## src/rtl/wb_arb_sched.sv

```systemverilog
// rtl/wb_arb_sched.sv - Wishbone bus arbiter: fixed-priority or round-robin grant with a bounded hold time
// The grant parks on its last owner while idle; a parked owner re-arbitrates like any other requester.
module wb_arb_sched #(
  parameter int NM      = 8,
  parameter int GNTW    = $clog2(NM),
  parameter int MAXHOLD = 0
) (
  input  logic            clk_i,
  input  logic            rst_i,
  input  logic [NM-1:0]   req_i,
  input  logic            mode_i,
  output logic [GNTW-1:0] gnt_o,
  output logic [NM-1:0]   gnt_oh_o,
  output logic            gnt_vld_o,
  output logic            preempt_o
);

  localparam logic [7:0] HOLD_MAX = (MAXHOLD > 0) ? 8'(MAXHOLD - 1) : 8'd0;

  logic [GNTW-1:0] r_gnt, w_gnt_nxt, w_pick;
  logic [7:0]      r_hold, w_hold_nxt;
  logic            r_active, w_active_nxt;
  logic            r_preempt, w_preempt_nxt;
  logic [NM-1:0]   w_oh, w_cand;
  logic            w_owner_req, w_others, w_limit, w_timeout, w_found;

  always_comb begin
    w_oh        = '0;
    w_oh[r_gnt] = 1'b1;
  end

  assign w_owner_req = req_i[r_gnt];
  assign w_others    = |(req_i & ~w_oh);
  assign w_limit     = (MAXHOLD > 0) && (r_hold == HOLD_MAX);
  // r_active is low while parked, so a returning owner does not inherit the bus for free
  assign w_timeout   = r_active && w_owner_req && w_limit && w_others;
  assign w_cand      = w_timeout ? (req_i & ~w_oh) : req_i;

  always_comb begin
    int idx;
    idx     = 0;
    w_pick  = r_gnt;
    w_found = 1'b0;
    if (!mode_i) begin
      for (int i = NM - 1; i >= 0; i--) begin
        if (w_cand[GNTW'(i)]) begin
          w_pick  = GNTW'(i);
          w_found = 1'b1;
        end
      end
    end else begin
      // i == NM revisits the owner last, which only matters for a parked owner
      for (int i = 1; i <= NM; i++) begin
        idx = int'(r_gnt) + i;
        if (idx >= NM) idx = idx - NM;
        if (!w_found && w_cand[GNTW'(idx)]) begin
          w_pick  = GNTW'(idx);
          w_found = 1'b1;
        end
      end
    end
  end

  always_comb begin
    w_gnt_nxt     = r_gnt;
    w_active_nxt  = r_active;
    w_preempt_nxt = 1'b0;
    w_hold_nxt    = r_hold;
    if (w_owner_req && r_active && !w_timeout) begin
      w_active_nxt = 1'b1;
    end else if (w_found) begin
      w_gnt_nxt     = w_pick;
      w_active_nxt  = 1'b1;
      w_preempt_nxt = w_timeout;
    end else begin
      w_active_nxt = 1'b0;
    end
    if ((w_gnt_nxt != r_gnt) || !w_owner_req) begin
      w_hold_nxt = 8'd0;
    end else if ((MAXHOLD > 0) && (r_hold != HOLD_MAX)) begin
      w_hold_nxt = r_hold + 8'd1;
    end
  end

  always_ff @(posedge clk_i) begin
    if (rst_i) begin
      r_gnt     <= '0;
      r_hold    <= 8'd0;
      r_active  <= 1'b0;
      r_preempt <= 1'b0;
    end else begin
      r_gnt     <= w_gnt_nxt;
      r_hold    <= w_hold_nxt;
      r_active  <= w_active_nxt;
      r_preempt <= w_preempt_nxt;
    end
  end

  assign gnt_o     = r_gnt;
  assign gnt_oh_o  = w_oh;
  assign gnt_vld_o = w_owner_req;
  assign preempt_o = r_preempt;

endmodule

```

## config.mk

```make
export PLATFORM = sky130hd
export DESIGN_NAME = wb_arb_sched
export DESIGN_NICKNAME = d
export VERILOG_FILES = /design/src/rtl/wb_arb_sched.sv
export SDC_FILE = /design/constraint.sdc
export NUM_CORES = 1
export LEC_CHECK = 0
export BUFFER_PORTS_ARGS = -buffer_cell sky130_fd_sc_hd__buf_2
export CAP_MARGIN = 20
export CORE_MARGIN = 3
export CORE_UTILIZATION = 50
export DETAILED_ROUTE_END_ITERATION = 12
export PLACE_DENSITY_LB_ADDON = 0.25
export SKIP_LAST_GASP = 1
export SYNTH_ARGS = -nofsm -noshare
export SYNTH_HDL_FRONTEND = slang
export SYNTH_SLANG_ARGS = --single-unit
export TNS_END_PERCENT = 5
```

## constraint.sdc

```tcl
create_clock -name clk_i -period 3.7 [get_ports clk_i]
set_input_delay 0.37 -clock clk_i [delete_from_list [all_inputs] [get_ports clk_i]]
set_output_delay 0.37 -clock clk_i [all_outputs]
set_load 0.02 [all_outputs]
```

# Yosys cells after proc, flatten, opt, wreduce, memory -nomap -nowiden
# Cells that the tools add are included.
# classes
n_addsub	16
order_cmp	18
n_eq_ne	1
muxes	79
n_bitwise	1
n_reduce_logical	18
# ops
op	count
2-to-1 mux 3 bit	29
< comparator 3 x 5 -> 1 bit, second input constant	8
2-to-1 mux 1 bit	40
>= comparator 4 bit, second input constant	7
binary-select mux 1 bit (select 3 bit)	9
subtractor 3 x 1 -> 3 bit, second input constant	8
adder 3 x 3 -> 4 bit, second input constant	4
logical AND 1 bit	9
inequality test 9 x 1 -> 1 bit, second input constant	1
adder 3 x 2 -> 4 bit, second input constant	2
zero test 1 bit	7
adder 3 x 4 -> 5 bit, second input constant	1
>= comparator 5 x 4 -> 1 bit, second input constant	1
nonzero test 5 bit	1
adder 3 x 1 -> 4 bit, second input constant	1
< comparator 3 x 4 -> 1 bit, second input constant	1
AND reduction 4 bit	1
demux 1 bit (select 3 bit)	1
>= comparator 3 x 1 -> 1 bit, second input constant	1
inverter 1 bit	1
# word_totals
register_bits	4
inputBits	11
output_inout_bits	13
elab_cells	135

# Logic depth before layout (Yosys ltp)
# Gate-level depths: netlist of the first run.
# logic_depth
ltp_word	39
ltp_mapped	12
depth_no_buf	8

# Worst setup path before layout of the first run
# Ideal clock, no wire load.
# synth_path
kind	reg2reg
from	register r_gnt[0], in the netlist gnt_o[0]
to	register r_gnt[1], in the netlist gnt_o[1]
setup_time_ps	88
arrival_ps	3170
t_required_ps	3612
setup_slack_ps	442
path_stages_with_launch	13
path_buffers	4
period_less_slack_ps	3258
path_cell_list	dfxtp_1 -> buf_6 -> buf_12 -> clkbuf_1 -> inv_1 -> ha_1 -> clkbuf_8 -> mux2_2 -> mux4_1 -> mux2_2 -> o31ai_1 -> a211o_1 -> a311oi_2
# synth_via
elab_chain_cells	38
elab_cells_between_ends	109
classes_between	16 x add/sub; 8 x order compare; 1 x eq/ne; 67 x mux; 1 x bitwise; 16 x reduce/logical
# synth_lines
element	line_no	source
start: declaration	20	logic [GNTW-1:0] r_gnt, w_gnt_nxt, w_pick;
start signal: assignment	92	r_gnt <= w_gnt_nxt;
parallel branches: the longest is 38 deep, another holds adder 3 x 1 -> 4 bit	--	
# Several ways; the timed one is not identified. The select of a mux whose other input is x is not followed.
# A chain may end at the register's enable or synchronous reset.

# Worst setup path in the final report of the first run
# layout_path
from	register r_gnt[1], in the netlist gnt_o[1]
to	register r_gnt[1], in the netlist gnt_o[1]
# Same word-level chain as after synthesis.

==> impl_metrics.toml, run 1 <==
[synthesis]
syn_nets = 147
async_flop_share_pct = 0
synth_top_cell_by_area = "mux4_1"
syn_inst = 130
syn_avg_cell_area_sq_um = 9.952
synthTopCellsByArea = "mux4_1 (14%), mux2i_1 (7.0%), mux4_2 (7.0%)"
netlist.area_leader.share_pct = 14.22
synth_area_sq_mm = 0.001294
yosysMostFrequentCell = "mux2i_1"
ys_seq_area_share_pct = 6.190
synth_edf_count = 0
ys_warn_count = 0
synth-seq-cells = 4
synthFlopType = "dfxtp_1"
synthTopCellsByCount = "mux2i_1 (9), mux4_1 (7), nor2_1 (7)"
synth_cell_type_count = 54

[detailed_routing]
num_vias = 1188
wl_per_cell_um = 17.60
firstDrtPassIters = 4
routed_wirelength_mm = 3.150
drt-initial-drc-count = 50
final_antenna_net_count = 0
vias_per_cell = 6.637
drc = 0

[clocking]
cts_hold_buf = 0
clockRootBuffer = "clkbuf_4"
cts_max_level = 1
cts_buffer_depth = 2
cts_resized = 0
cts.sinks = 4
cts_buffers = 3
clk_latency_ns = 0.25
cts_tree = "built"
cts_setup_buffers = 0
clk_pin_slew_ns = 0.04

[placed_design]
place_congestion = 0.9008
io_buffers = 22
dp_hpwl_mm = 2.491
placed_cell_area_sq_mm = 0.001381

[final_layout]
drive_gt1_share_pct = 35.10
nets = 170
num_antenna_cells = 0
final_area_sq_mm = 0.001404
area_growth_pct = 8.511

[status]
status = "completed"

[critical_path]
required_ns = 3.86
critPathMaxFanout = 12
criticalPathCategory = "flop to flop"
crit_arrival_ns = 3.05
startpoint_type = "flop"
crit_path_end_kind = "flop"

[sta]
finClkSkew_ns = 0.006188
fin_setup_tns_ns = 0
rsz0062_at_grt = "false"
slew_viol_final = 0
fin_crit_sh_pct = 78.02
max_freq_ghz = 0.3464
finalHoldViolCount = 0
finalCriticalPeriod_ns = 2.887
setup_violations = 0

[run]
drv_cap = 0

[die]
die_area_sq_mm = 0.003234
ios = 24
initial_core_util_pct = 55.29
fp-row-count = 17
die_w_um = 56.87
core-area_sq_mm = 0.002340
die_h_um = 56.87

[power_and_ir_drop]
p_per_area_mw_per_mm2 = 967.9
total_power_mw = 1.359
max-vdd-ir-drop_mv = 0.6259
p_leak_nw = 0.6157

[grt]
track_usage_pct = 20.89
overflow = 0
grt_pass1_vias = 1145
grt_max_degree = 26
antenna_found_initial = 0
grt_pass1_wl_mm = 5.375

[hold_path]
min_path_type = "input pin to flop"
## cell families after synthesis
kind of cell / share of synthesized area [%]
XOR/XNOR: 2.612
AO/OA/AOI/OAI: 19.05
adder cells (fa/ha/maj): 5.803
flip-flops: 6.190
other: 0.2899
buffers and inverters: 8.801
multiplexers: 40.52
AND/OR/NAND/NOR: 16.73
## stage by stage
step | utilization (%) | instances | setup slack, ns | hold slack, ns
after floorplan | - | 130 | 0.4417 | 0.4379
after global placement | 59.04 | 176 | 0.8579 | 0.5909
after detailed placement | 59.04 | 176 | 0.8339 | 0.5954
after CTS | 60.00 | 179 | 0.8256 | 0.3517
after global routing | 60.00 | 179 | 0.6457 | 0.3585
final | 60.00 | 179 | 0.8134 | 0.3564
## routing by layer
layer | vias up | track usage, % | part of all wire [%]
met5 | - | 0 | 0
met4 | 0 | 5.298 | 1.5
met3 | 6 | 2.759 | 7.5
met2 | 58 | 33.17 | 48
met1 | 571 | 29.78 | 43
li1 | 553 | - | -
## sequential cells by signal, indices dropped and copies added (netlist names)
| register | cells |
|---|---|
| gnt_o | 3 |
| r_active | 1 |
## critical path, cell delays in order (launching register included)
cell and delay (ns):
dfxtp_1 0.33, clkinv_1 0.10, ha_1 0.56, mux2_2 0.38, mux4_1 0.62, mux2_2 0.28, o31ai_1 0.06, a211o_1 0.28
a311oi_2 0.18
## cell type report
cell class                 instances  area [sq um]
clock buffer                       3         22.52
inverter                           5         18.77
sequential                         4         80.08
timing repair buffer              27         147.6
multi-input combinational        112          1100
fill                             223         935.9
tap                               28         35.03
## power by group
| part | total (mW) | internal [mW] | switching (mW) |
|---|---|---|---|
| Clock | 0.0585 | 0.0366 | 0.0219 |
| Combinational | 1.24 | 0.539 | 0.698 |
| Sequential | 0.0638 | 0.0578 | 0.00598 |
| Total | 1.36 | 0.633 | 0.726 |
## path summary, 6_finish.rpt
kind / startpoint / endpoint / cells after the start / slack (ns)
min reg2reg: gnt_o[0]$_SDFFE_PP0P_ / gnt_o[0]$_SDFFE_PP0P_ / 3 / 0.61
min: rst_i / gnt_o[1]$_SDFFE_PP0P_ / 2 / 0.36
max: gnt_o[1]$_SDFFE_PP0P_ / gnt_o[1]$_SDFFE_PP0P_ / 8 / 0.81
max reg2reg: gnt_o[1]$_SDFFE_PP0P_ / gnt_o[1]$_SDFFE_PP0P_ / 8 / 0.81
## layout by cell type (no fill, tap or decap), types with 5 or more instances in the layout
master / instances
nor2b_1: 6
a21oi_1: 6
buf_4: 5
nor3_1: 6
buf_2: 22
nand2_1: 6
and2_1: 5
mux2_2: 6
ha_1: 6
nor2_1: 7
mux4_1: 7
mux2i_1: 9
No activity file was read; power rests on OpenSTA's default activity.
==> run 2: changes to the inputs <==
--- a/config.mk
+++ b/config.mk
@@ -5,10 +5,11 @@
 export SDC_FILE = /design/constraint.sdc
 export NUM_CORES = 1
 export LEC_CHECK = 0
+export ABC_AREA = 1
 export BUFFER_PORTS_ARGS = -buffer_cell sky130_fd_sc_hd__buf_2
 export CAP_MARGIN = 20
 export CORE_MARGIN = 3
-export CORE_UTILIZATION = 50
+export CORE_UTILIZATION = 48
 export DETAILED_ROUTE_END_ITERATION = 12
 export PLACE_DENSITY_LB_ADDON = 0.25
 export SKIP_LAST_GASP = 1
==> constraint.sdc (replaced) <==
create_clock -name clk_i -period 2.4 [get_ports clk_i]
set_input_delay 0.24 -clock clk_i [delete_from_list [all_inputs] [get_ports clk_i]]
set_output_delay 0.24 -clock clk_i [all_outputs]
set_load 0.02 [all_outputs]
==> run 2 against run 1 <==
Against the previous run:
- core utilization grew 4.6 points
- via count increased by 5.7%
- global-route usage up 0.74 points
- non-clock buffer count grew 2
==> impl_metrics.toml, run 2 <==
[clocking]
cts.sinks = 4
cts_buffers = 3
cts_tree = "built"
clockRootBuffer = "clkbuf_4"
cts_setup_buffers = 0
clk_latency_ns = 0.24
cts_buffer_depth = 2
clk_pin_slew_ns = 0.04
cts_max_level = 1

[sta]
finalCriticalPeriod_ns = 2.205
timing.final.ws_setup_ns = 0.1946
max_freq_ghz = 0.4534
setup_violations = 0
finalHoldViolCount = 0
fin_crit_sh_pct = 91.89
slew_viol_final = 0
fin_setup_tns_ns = 0
rsz0062_at_grt = "false"
finClkSkew_ns = 0.007964

[final_layout]
final_cell_mix = "nand2_1 (57), nand3_1 (36), inv_1 (22), buf_2 (22), nor2_1 (12)"
nets = 230
fin_cells = 236
largest_register_ffs = 3
num_antenna_cells = 0
finish.utilization_pct = 64.58
drive_gt1_share_pct = 27.49
layout_commonest_cell = "nand2_1"
area_growth_pct = 18.98

[synthesis]
synth_area_sq_mm = 0.001008
async_flop_share_pct = 0
ys_seq_area_share_pct = 7.940
yosysMostFrequentCell = "nand2_1"
syn_avg_cell_area_sq_um = 5.541
synth_cell_type_count = 31
synthTopCellsByArea = "nand2_1 (21%), nand3_1 (18%), inv_1 (8.6%)"
ys_warn_count = 0
synthTopCellsByCount = "nand2_1 (57), nand3_1 (36), inv_1 (23), nor2_1 (12)"
synth_top_cell_by_area = "nand2_1"
syn_nets = 199
synth_edf_count = 0
syn_inst = 182
synth-seq-cells = 4
netlist.area_leader.share_pct = 21.22
synthFlopType = "dfxtp_1"

[placed_design]
dp.cells = 233
dp_hpwl_mm = 2.305
dpl_worst_slack_ns = 0.1214
io_buffers = 22
place_congestion = 0.9670

[run]
drv_cap = 0

[critical_path]
critPathMaxFanout = 7
startpoint_type = "flop"
slowest_stage = "ha_1"
crit_path_end_kind = "flop"
path_cells = "inv_2, buf_4, ha_1, inv_1, nand2_1, nand2_4, nand3_4, nor2_4, nand4_1, nor2_1, nor2_1, nand2_1, nand3b_1, nand2_1, inv_1"
critPathMostFrequentCell = "nand2_1"
crit_family = "simple AND/OR/NAND/NOR gates"
path_buf_inv = 4
crit_arrival_ns = 2.35
criticalPathCategory = "flop to flop"
required_ns = 2.54
crit_path_max_incr_delay_ns = 0.41

[detailed_routing]
routed_wirelength_mm = 2.805
num_vias = 1256
wl_per_cell_um = 11.89
drc = 0
firstDrtPassIters = 4
vias_per_cell = 5.322
final_antenna_net_count = 0
drt-initial-drc-count = 62

[grt]
antenna_found_initial = 0
track_usage_pct = 21.63
grt_max_degree = 12
overflow = 0
grt_pass1_vias = 1064
grt_pass1_wl_mm = 4.478

[die]
die_h_um = 51.84
die_w_um = 51.84
fp-row-count = 15
core-area_sq_mm = 0.001858
ios = 24
die_area_sq_mm = 0.002687
initial_core_util_pct = 54.28

[power_and_ir_drop]
p_per_area_mw_per_mm2 = 1284
p_leak_nw = 0.7227
max-vdd-ir-drop_mv = 0.6643

[status]
status = "completed"

[hold_path]
min_path_type = "input pin to flop"
run 2: cell count changes after synthesis, sizes merged, moves of 7 or more:
cell	previous run	this run
nand2	7	65
nand3	3	40
inv	4	29
mux2i	11	0
mux4	11	0
mux2	10	0
nor2	7	14
run 2: kinds of logic after synthesis:
group                      Yosys count  synth area share [%]
DFF                                  4                 7.941
AOI/OAI and AO/OA                   13                 9.057
xor gates and xnor gates             1                0.8686
other                                1                0.3719
buffers and inverters               32                 14.64
and+or+nand+nor                    125                 59.68
adders and majority gates            6                 7.444
run 2: final timing paths:
| kind | start | end | slack, ns | depth (start not counted) |
|---|---|---|---|---|
| hold reg to reg | gnt_o[1]$_SDFFE_PP0P_ | gnt_o[1]$_SDFFE_PP0P_ | 0.59 | 4 |
| setup / recovery | gnt_o[1]$_SDFFE_PP0P_ | gnt_o[1]$_SDFFE_PP0P_ | 0.19 | 15 |
| hold / removal | rst_i | gnt_o[0]$_SDFFE_PP0P_ | 0.20 | 2 |
| setup reg to reg | gnt_o[1]$_SDFFE_PP0P_ | gnt_o[1]$_SDFFE_PP0P_ | 0.19 | 15 |
run 2: worst register-to-register path, delay by kind of cell, from the launching register on:
family / cells / cell delay, ns
DFF: 1 / 0.34
adders and majority gates: 1 / 0.41
buffers and inverters: 4 / 0.36
and+or+nand+nor: 10 / 0.99
run 2: metrics by stage:
stage / hold WS, ns / instance area [sq um] / total power [mW]
after floorplan: 0.3091 / 1008 / 1.126
after global placement: 0.4417 / 1169 / 1.385
after detailed placement: 0.4475 / 1169 / 1.425
after CTS: 0.1960 / 1191 / 1.517
after global routing: 0.1893 / 1200 / 1.694
final: 0.2011 / 1200 / 1.540
run 2: layout make-up:
| class | instances | area (sq um) |
|---|---|---|
| fillers | 185 | 658.1 |
| well taps | 25 | 31.28 |
| inverters | 29 | 113.9 |
| repair buffers | 29 | 162.7 |
| flip-flops and latches | 4 | 81.33 |
| clock buffers | 3 | 22.52 |
| multi-input cells | 146 | 788.3 |
run 2: where the power goes:
group | internal, mW | switching (mW)
clock network | 0.0561 | 0.0300
registers | 0.0853 | 0.0148
logic | 0.451 | 0.903
run 2: per-layer routing:
layer,GRT usage [%],vias to the layer above,share of wire (%)
li1,-,645,-
met1,26.72,558,42
met2,37.03,51,49
met3,4.011,2,8.0
met4,7.424,0,0.43
met5,0,-,0
run 2: repair_timing:
item	CTS	global route
hold buffers	0	0
setup endpoints to repair	0	3
resized for setup	0	4
